`config.mk`:
```
export PLATFORM = sky130hd
export DESIGN_NAME = score_update_controller
export DESIGN_NICKNAME = d
export VERILOG_FILES = /design/src/rtl/score_update_controller.sv
export SDC_FILE = /design/constraint.sdc
export NUM_CORES = 1
export LEC_CHECK = 0
export CAP_MARGIN = 10
export CORE_ASPECT_RATIO = 0.75
export CORE_MARGIN = 4
export CORE_UTILIZATION = 42
export CTS_BUF_LIST = sky130_fd_sc_hd__clkbuf_2
export DETAILED_ROUTE_END_ITERATION = 10
export GPL_ROUTABILITY_DRIVEN = 0
export PLACE_DENSITY = 0.59
export SKIP_CTS_REPAIR_TIMING = 1
export SLEW_MARGIN = 10
export SYNTH_ARGS = -nofsm -noshare
export SYNTH_HDL_FRONTEND = slang
export SYNTH_SLANG_ARGS = --single-unit
```
`constraint.sdc`:
```
create_clock -name clk -period 3.9 [get_ports clk]
set_input_delay 0.78 -clock clk [delete_from_list [all_inputs] [get_ports clk]]
set_output_delay 0.78 -clock clk [all_outputs]
set_load 0.02 [all_outputs]
```
`src/rtl/score_update_controller.sv`:
```
// -----------------------------------------------------------------------------
// score_update_controller
//
// Purpose:
//   Sequences every change to the 4-digit BCD HUD score. One-cycle event
//   pulses from four game sources are queued in small per-source pending
//   counters. A fixed-priority arbiter (source 0 highest) grants one event at
//   a time. Each granted addend is applied to the score by a digit-serial BCD
//   adder (singles first), and the result is committed with saturation at
//   9999. The renderer sees a copy of the committed score that only changes on
//   startOfFrame, so digits never tear mid-frame.
//
// Ports:
//   clk               in   system clock
//   resetN            in   asynchronous active-low reset
//   startOfFrame      in   one-cycle pulse at frame start (display latch)
//   clear_score       in   synchronous new-game clear, overrides everything
//   player_eat_gold   in   event pulse, source 0 (highest priority)
//   player_eat_dimond in   event pulse, source 1
//   monster_killed    in   event pulse, source 2
//   bonus_collected   in   event pulse, source 3 (lowest priority)
//   disp_thousands    out  frame-stable BCD thousands digit
//   disp_hundreds     out  frame-stable BCD hundreds digit
//   disp_tens         out  frame-stable BCD tens digit
//   disp_singles      out  frame-stable BCD singles digit
//   busy              out  high while an event is being added/committed
//   extra_life_pulse  out  one-cycle pulse when a commit raises thousands
//   event_dropped     out  one-cycle pulse when an event hit a full counter
// -----------------------------------------------------------------------------
module score_update_controller #(
  parameter logic [15:0] GOLD_VAL    = 16'h0200,
  parameter logic [15:0] DIAMOND_VAL = 16'h0100,
  parameter logic [15:0] MONSTER_VAL = 16'h0250,
  parameter logic [15:0] BONUS_VAL   = 16'h1000,
  parameter int          PEND_W      = 3
) (
  input  logic       clk,
  input  logic       resetN,
  input  logic       startOfFrame,
  input  logic       clear_score,
  input  logic       player_eat_gold,
  input  logic       player_eat_dimond,
  input  logic       monster_killed,
  input  logic       bonus_collected,
  output logic [3:0] disp_thousands,
  output logic [3:0] disp_hundreds,
  output logic [3:0] disp_tens,
  output logic [3:0] disp_singles,
  output logic       busy,
  output logic       extra_life_pulse,
  output logic       event_dropped
);

  localparam int NSRC = 4;
  localparam logic [PEND_W-1:0] PEND_MAX = '1;
  localparam logic [PEND_W-1:0] PEND_ONE = PEND_W'(1);

  typedef enum logic [1:0] {
    S_IDLE   = 2'd0,
    S_ADD    = 2'd1,
    S_COMMIT = 2'd2
  } state_t;

  // ---------------------------------------------------------------------------
  // Helper functions
  // ---------------------------------------------------------------------------

  // Addend for a granted source.
  function automatic logic [15:0] src_value(input logic [1:0] src);
    logic [15:0] v;
    case (src)
      2'd0:    v = GOLD_VAL;
      2'd1:    v = DIAMOND_VAL;
      2'd2:    v = MONSTER_VAL;
      default: v = BONUS_VAL;
    endcase
    return v;
  endfunction

  // One BCD digit of the serial adder: returns {carry_out, digit}.
  function automatic logic [4:0] bcd_digit_add(input logic [3:0] a,
                                               input logic [3:0] b,
                                               input logic       cin);
    logic [4:0] s;
    logic [4:0] t;
    s = {1'b0, a} + {1'b0, b} + {4'd0, cin};
    t = s - 5'd10;
    if (s > 5'd9) return {1'b1, t[3:0]};
    else          return {1'b0, s[3:0]};
  endfunction

  // A carry out of the thousands digit means the true sum exceeds 9999.
  function automatic logic [15:0] sat_commit(input logic [15:0] sum,
                                             input logic        cout);
    return cout ? 16'h9999 : sum;
  endfunction

  // ---------------------------------------------------------------------------
  // State
  // ---------------------------------------------------------------------------
  state_t             state_q,  state_d;
  logic [PEND_W-1:0]  pend_q [NSRC];
  logic [PEND_W-1:0]  pend_d [NSRC];
  logic [15:0]        score_q,  score_d;
  logic [15:0]        work_q,   work_d;
  logic [15:0]        addend_q, addend_d;
  logic [1:0]         dig_q,    dig_d;
  logic               carry_q,  carry_d;
  logic [15:0]        disp_q,   disp_d;
  logic               xlife_q,  xlife_d;
  logic               drop_q,   drop_d;

  logic [NSRC-1:0]    evt;
  logic [NSRC-1:0]    grant;
  logic [1:0]         gsel;
  logic               any_pend;
  logic [4:0]         dsum;
  logic [15:0]        commit_val;

  assign evt = {bonus_collected, monster_killed, player_eat_dimond, player_eat_gold};

  // ---------------------------------------------------------------------------
  // Fixed-priority arbiter: only the registered counters are looked at, so an
  // event pulsed this cycle becomes grantable next cycle at the earliest.
  // ---------------------------------------------------------------------------
  always_comb begin
    gsel     = 2'd0;
    any_pend = 1'b0;
    grant    = '0;
    // Scan from lowest priority upward so the lowest nonzero index wins.
    for (int i = NSRC - 1; i >= 0; i--) begin
      if (pend_q[i] != '0) begin
        gsel     = 2'(i);
        any_pend = 1'b1;
      end
    end
    if (state_q == S_IDLE && any_pend) grant[gsel] = 1'b1;
  end

  // ---------------------------------------------------------------------------
  // Pending counters
  // ---------------------------------------------------------------------------
  always_comb begin
    drop_d = 1'b0;
    for (int i = 0; i < NSRC; i++) begin
      pend_d[i] = pend_q[i];
      if (clear_score) begin
        // New game: queued and simultaneous events are discarded silently.
        pend_d[i] = '0;
      end else begin
        case ({evt[i], grant[i]})
          2'b10: begin
            if (pend_q[i] == PEND_MAX) drop_d = 1'b1;
            else                       pend_d[i] = pend_q[i] + PEND_ONE;
          end
          2'b01:   pend_d[i] = pend_q[i] - PEND_ONE;
          default: pend_d[i] = pend_q[i];  // idle, or event and grant cancel
        endcase
      end
    end
  end

  // ---------------------------------------------------------------------------
  // Sequencer: IDLE (grant) -> ADD x4 (singles..thousands) -> COMMIT
  // ---------------------------------------------------------------------------
  always_comb begin
    state_d    = state_q;
    score_d    = score_q;
    work_d     = work_q;
    addend_d   = addend_q;
    dig_d      = dig_q;
    carry_d    = carry_q;
    xlife_d    = 1'b0;
    dsum       = bcd_digit_add(work_q[4*dig_q +: 4], addend_q[4*dig_q +: 4], carry_q);
    commit_val = sat_commit(work_q, carry_q);

    if (clear_score) begin
      // Abort any in-flight add; nothing is committed.
      state_d  = S_IDLE;
      score_d  = '0;
      work_d   = '0;
      addend_d = '0;
      dig_d    = 2'd0;
      carry_d  = 1'b0;
    end else begin
      case (state_q)
        S_IDLE: begin
          if (any_pend) begin
            addend_d = src_value(gsel);
            work_d   = score_q;
            dig_d    = 2'd0;
            carry_d  = 1'b0;
            state_d  = S_ADD;
          end
        end
        S_ADD: begin
          work_d[4*dig_q +: 4] = dsum[3:0];
          carry_d              = dsum[4];
          dig_d                = dig_q + 2'd1;
          if (dig_q == 2'd3) state_d = S_COMMIT;
        end
        S_COMMIT: begin
          score_d = commit_val;
          // One pulse per commit, however many thousands were crossed.
          xlife_d = (commit_val[15:12] > score_q[15:12]);
          state_d = S_IDLE;
        end
        default: state_d = S_IDLE;
      endcase
    end
  end

  // Display copy only moves at frame start; a commit in the same cycle is
  // picked up at the following frame.
  always_comb begin
    disp_d = disp_q;
    if (startOfFrame) disp_d = score_q;
  end

  // ---------------------------------------------------------------------------
  // Registers
  // ---------------------------------------------------------------------------
  always_ff @(posedge clk or negedge resetN) begin
    if (!resetN) begin
      state_q  <= S_IDLE;
      score_q  <= '0;
      work_q   <= '0;
      addend_q <= '0;
      dig_q    <= 2'd0;
      carry_q  <= 1'b0;
      disp_q   <= '0;
      xlife_q  <= 1'b0;
      drop_q   <= 1'b0;
      for (int i = 0; i < NSRC; i++) pend_q[i] <= '0;
    end else begin
      state_q  <= state_d;
      score_q  <= score_d;
      work_q   <= work_d;
      addend_q <= addend_d;
      dig_q    <= dig_d;
      carry_q  <= carry_d;
      disp_q   <= disp_d;
      xlife_q  <= xlife_d;
      drop_q   <= drop_d;
      for (int i = 0; i < NSRC; i++) pend_q[i] <= pend_d[i];
    end
  end

  // ---------------------------------------------------------------------------
  // Outputs
  // ---------------------------------------------------------------------------
  assign busy             = (state_q != S_IDLE);
  assign extra_life_pulse = xlife_q;
  assign event_dropped    = drop_q;
  assign disp_thousands   = disp_q[15:12];
  assign disp_hundreds    = disp_q[11:8];
  assign disp_tens        = disp_q[7:4];
  assign disp_singles     = disp_q[3:0];

endmodule

```
Word-level counts from Yosys, hierarchy flattened
Index checks and enable logic that the tools add are counted.
{ "totals": {"regBits": 83, "output_inout_bits": 19, "inputBits": 8} }
{ "op_classes": {"order_cmp": 4, "add_sub_neg": 13, "n_reduce_logical": 24, "muxes": 59, "shifts": 4, "n_eq_ne": 23} }
{ "op_table": {"columns": ["op", "count"], "rows": [
  ["16-bit two-way mux", 8],
  ["13-bit case mux with 3 select lines", 1],
  ["4-bit negator with 34-bit output", 1],
  ["4-bit by 34-bit variable shift with 16-bit output (first input constant)", 1],
  ["4-bit by 34-bit variable part select with 16-bit output", 1],
  ["16-bit case mux with 2 select lines", 1],
  ["16-bit by 5-bit variable part select with 4-bit output", 2],
  ["3-bit nonzero test", 9],
  ["3-bit two-way mux", 8],
  ["3-bit case mux with 2 select lines", 4],
  ["1-bit two-way mux", 21],
  ["2-bit two-way mux", 9],
  ["3-bit inequality test (second input constant)", 6],
  ["16-bit bitwise mux", 1],
  ["2-bit == test (second input constant)", 7],
  ["2-bit AND reduction", 7],
  ["3-bit by 1-bit adder with 3-bit output (second input constant)", 4],
  ["2-bit by 1-bit == test with 1-bit output (second input constant)", 6],
  ["3-bit == test (second input constant)", 4],
  ["3-bit by 1-bit subtractor with 3-bit output (second input constant)", 4],
  ["2-bit case mux with 2 select lines", 2],
  ["2-bit nonzero test", 4],
  ["4-bit by 4-bit adder with 5-bit output", 1],
  ["5-bit by 1-bit adder with 5-bit output", 1],
  ["12 further kinds", 14]
]} }

Depth between registers and ports, before layout
{ "depth": {"word_depth": 22, "depth_mapped": 14, "ltp_nobuf": 13} }

Worst setup path after synthesis
OpenSTA, ideal clock, no wires.
{ "synth_path": {"path_type": "flip-flop to flip-flop", "from": "register dig_q[0]", "to": "register work_q[15]", "setup_time_ns": 0.124, "t_required_ns": 3.776, "stages_incl_launch_ff": 13, "path_slack_ns": 0.162, "arrival_time_ns": 3.614, "path_cell_list": "dfrtp_1 -> buf_6 -> mux4_1 -> fa_1 -> fa_1 -> inv_1 -> ha_1 -> nor2b_1 -> a31oi_1 -> o2bb2ai_1 -> a221oi_2 -> nor3_1 -> a211o_1"} }
{ "synth_between": {"elab_chain_cells": 9} }
{ "synth_lines": {"columns": ["item", "line_no", "rtl"], "rows": [
  ["start: declaration", "107", "logic [1:0] dig_q, dig_d;"],
  ["start signal: assignment", "240", "dig_q <= dig_d;"],
  ["16-bit by 5-bit variable part select with 4-bit output", "174", "dsum = bcd_digit_add(work_q[4*dig_q +: 4], addend_q[4*dig_q +: 4], carry_q);"],
  ["4-bit by 4-bit adder with 5-bit output", "86", "s = {1'b0, a} + {1'b0, b} + {4'd0, cin};"],
  ["5-bit by 1-bit adder with 5-bit output", "86", null],
  ["4-bit subtractor or 5-bit by 4-bit greater-than comparator with 1-bit output (tied branches)", "87, 88", null],
  ["5-bit two-way mux", "88", "if (s > 5'd9) return {1'b1, t[3:0]};"],
  ["4-bit by 34-bit variable part select with 16-bit output", "197", "work_d[4*dig_q +: 4] = dsum[3:0];"],
  ["16-bit bitwise mux (*)", "197", null],
  ["16-bit case mux with 2 select lines (*)", "186", "case (state_q)"],
  ["16-bit two-way mux (*)", "177", "if (clear_score) begin"],
  ["end signal: assignment", "238", "work_q <= work_d;"],
  ["end: declaration", "105", "logic [15:0] work_q, work_d;"]
]} }
Mark *: on every way between the ends. The rest lies on a longest branch, timed or not.
A chain may end at the register's enable or synchronous reset.

Worst setup path in the final report
{ "layout_path": {"from": "register work_q[4]", "to": "register work_q[9]"} }
{ "layout_between": {"elab_chain_cells": 9} }
{ "layout_lines": {"columns": ["item", "line_no"], "rows": [
  ["16-bit by 5-bit variable part select with 4-bit output (*)", "174"],
  ["4-bit by 4-bit adder with 5-bit output (*)", "86"],
  ["5-bit by 1-bit adder with 5-bit output (*)", "86"],
  ["4-bit subtractor or 5-bit by 4-bit greater-than comparator with 1-bit output (tied branches)", "87, 88"],
  ["5-bit two-way mux (*)", "88"],
  ["4-bit by 34-bit variable part select with 16-bit output (*)", "197"],
  ["16-bit bitwise mux (*)", "197"],
  ["16-bit case mux with 2 select lines (*)", "186"],
  ["16-bit two-way mux (*)", "177"]
]} }
Marks and branches as above.

==> results.md <==
- Run status: completed
- Die H: 93.7 um
- Initial DRT Pass Iterations: 4
- R2R Setup Slk: 0.18 ns
- Fraction of registers with async set or reset after synthesis: 1.00
- Clock-pin slew on the worst setup and hold paths: 0.21 ns
- WL met2: 4130 um
- Proportion of power drawn by combinational gates: 0.361
- Cell accounting for the most synthesized area: dfrtp_1
- Number of buffer cells added on primary ports: 26
- Total track usage: 0.185
- Clock tree from TritonCTS: done
- Number of clock buffers inserted by TritonCTS: 9
- Final antenna-violating net count: 0
- Final nets: 476
- Reg2Reg Depth: 11
- Leakage power total: 0.00205 uW
- R2R Path End: work_q[9]
- Wire length per cell after detailed routing: 17.2 um
- Detailed-route wire length: 9970 um
- Tcrit/Tclk final: 0.954
- Critical Path AT: 4.15 ns
- Unrepaired setup endpoints after global routing: no
- Die extent in x: 122 um
- Number of max-slew violations in the final report: 0
- Final hold viol count: 0
- Most common cell in the synthesized netlist: dfrtp_1
- Type of the tightest min-delay check: in -> async
- Commonest cells in the netlist: dfrtp_1, nand2_1, nor2_1
- Die Area: 11400 um2
- Share of the synthesized area in the top cell type: 0.432
- Total power of the final layout: 2000 uW
- Maximum number of pins on one net before global-route repair: 72
- Metal3 WL: 597 um
- Number of synthesized flops with an enable pin: 0
- Number of distinct standard cells referenced by the synthesized netlist: 62
- Pint: 1180 uW
- CTS H-tree depth: 3
- Largest cells by area after synthesis: dfrtp_1, mux2_2, nand2_1
- First-pass GRT wire length: 16400 um
- Initial Utilization: 0.443
- IR drop worst, VDD: 227 uV
- Netlist Area Pre-Place: 4110 um2
- Fmax: 269 MHz
- DR vias/cell: 5.77
- Share of cells above drive strength 1: 0.121
- Synthesis Warnings: 0
- Syn nets: 450
- Power share of the sequential group: 0.463
- Via Count: 3353
- Share of total power in the clock network: 0.176
- Worst Path Class, Setup: reg -> reg
- Switching power as a share of total power: 0.411
- Critical path peak fanout: 7
- Number of filler cells placed in the layout: 898
- Gate count of the mapped netlist: 423
- P&R area growth vs syn: 12.4%
- Reported max-cap violation count: 0
- Deepest clock path buffer count: 2
- Setup tns final: 0 ns
- Number of endpoints failing setup at the final stage: 0
- DRC Markers: 0
- Power per unit of standard cell area: 433 nW/um2
- Uppermost layer routed: met4
- Most used flip-flop cell after synthesis: dfrtp_1
- Detailed-placement wirelength estimate: 7040 um
- Crit start category: flop
- Number of rows in the core area: 30
- Initial antenna violation count: 0
- Root Driver: clkbuf_2
- Average cell area after synthesis: 9.71 um2
- Slew HR: 0.390
- Vias in the first global route: 3112
- Initial detailed-routing violation count: 180
- Transition time at the pin with the least slew margin: 0.915 ns
- Worst clock skew: 0.0274 ns
- Number of clock sinks: 71
- Number of antenna repair diodes: 0
- Kind of end point of the critical path: flop
- Worst reg2reg startpoint: work_q[4]
- IO Pins: 27
- Sequential share of the synthesized area: 0.432
- Net switching power: 823 uW
- Register bit count reported by yosys: 71
- Critical path required time: 4.33 ns
- Period minus WS final: 3.72 ns
- Routed metal-1 wirelength: 5110 um
- Core Box Area: 9270 um2
- Source-to-sink clock delay at the later pin of the worst-skew pair: 0.53 ns
- Total gr overflow: 0
## registers in the layout, indices dropped and copies added, names as in the netlist
register / cells
disp_q: 16
addend_q: 4
dig_q: 2
carry_q: 1
extra_life_pulse: 1
score_q: 16
work_q: 16
pend_q: 12
state_q: 2
event_dropped: 1
## worst max path at each step
| stage | from | to | slack, ns |
|---|---|---|---|
| CTS | dig_q[1] | work_q[10] | -0.005 |
| floorplan | dig_q[0] | work_q[15] | 0.16 |
| global route | work_q[4] | work_q[9] | 0.007 |
| detailed placement | dig_q[1] | work_q[6] | 0.04 |
| finish | work_q[4] | work_q[9] | 0.18 |
| global placement | dig_q[1] | work_q[10] | 0.18 |
## cell families after synthesis
group / share of synthesized area
adders and majority gates: 0.0688
buffers and inverters: 0.0350
AOI/OAI and AO/OA: 0.151
xor gates and xnor gates: 0.0192
and+or+nand+nor: 0.209
muxes: 0.0847
DFF: 0.432
## final cells by class
type                    count  area (um2)  share of cell area
repair buffers             37         340              0.0737
clock buffers               9        45.0             0.00975
clock inverters             6        37.5             0.00813
multi-input cells         318        2210               0.479
inverters                  12        45.0             0.00975
well taps                 128         160              0.0347
flip-flops and latches     71        1780               0.385
## stage by stage
step	hold WS [ns]	cell area [um2]	cells	utilization	setup WS, ns
finish	0.343	4620	581	0.498	0.179
global route	0.352	4620	581	0.498	0.00658
CTS	0.350	4580	579	0.494	-0.00509
detailed placement	0.494	4500	564	0.485	0.0420
global placement	0.487	4500	564	0.485	0.177
floorplan	0.463	4110	423	-	0.162
## critical path, stage by stage (launching register included)
cell     delay (ns)
dfrtp_1        0.46
mux4_1         0.56
fa_1           0.48
fa_2           0.41
xnor2_2        0.28
ha_1           0.25
nor2b_1        0.30
a31oi_4        0.09
a21oi_1        0.19
a31oi_1        0.09
xnor2_1        0.38
o22ai_1        0.15
## placed cells by master, fill, tap and decap left out, types with 3 or more instances in the layout
master           Yosys  routed
nor2_1              32      32
nand3_1             17      17
mux2_2              16      16
o22ai_1              5       5
nand4b_1             3       3
nand3b_1             8       8
a31oi_1              6       5
inv_1               12      12
a22oi_1              3       3
nand2b_1             3       3
nand2_1             48      48
xnor2_1              7       6
a21oi_1             26      26
dfrtp_1             71      70
nor2b_1              9       9
fa_1                 6       5
o21ai_0             17      17
o21ai_1              3       3
nor3_1              21      21
and3_1               9       9
or3_1                4       4
o221ai_1             6       6
o31ai_1              5       5
clkdlybuf4s50_1      0      25
mux2i_1              7       7
clkbuf_2             0       9
ha_1                13      13
buf_4                1      12
## routing by layer
metal | vias up | global-route usage
met1 | 1659 | 0.291
met4 | 0 | 0.0568
li1 | 1601 | -
met2 | 83 | 0.246
met5 | - | 0
met3 | 10 | 0.0446
## power groups by stage
stage	clock network, uW	logic, uW	registers, uW
finish	353	723	926
detailed placement	0	698	938
global placement	0	691	936
global route	396	820	943
floorplan	0	558	886
CTS	371	704	923
No activity file was read; power rests on OpenSTA's default activity.
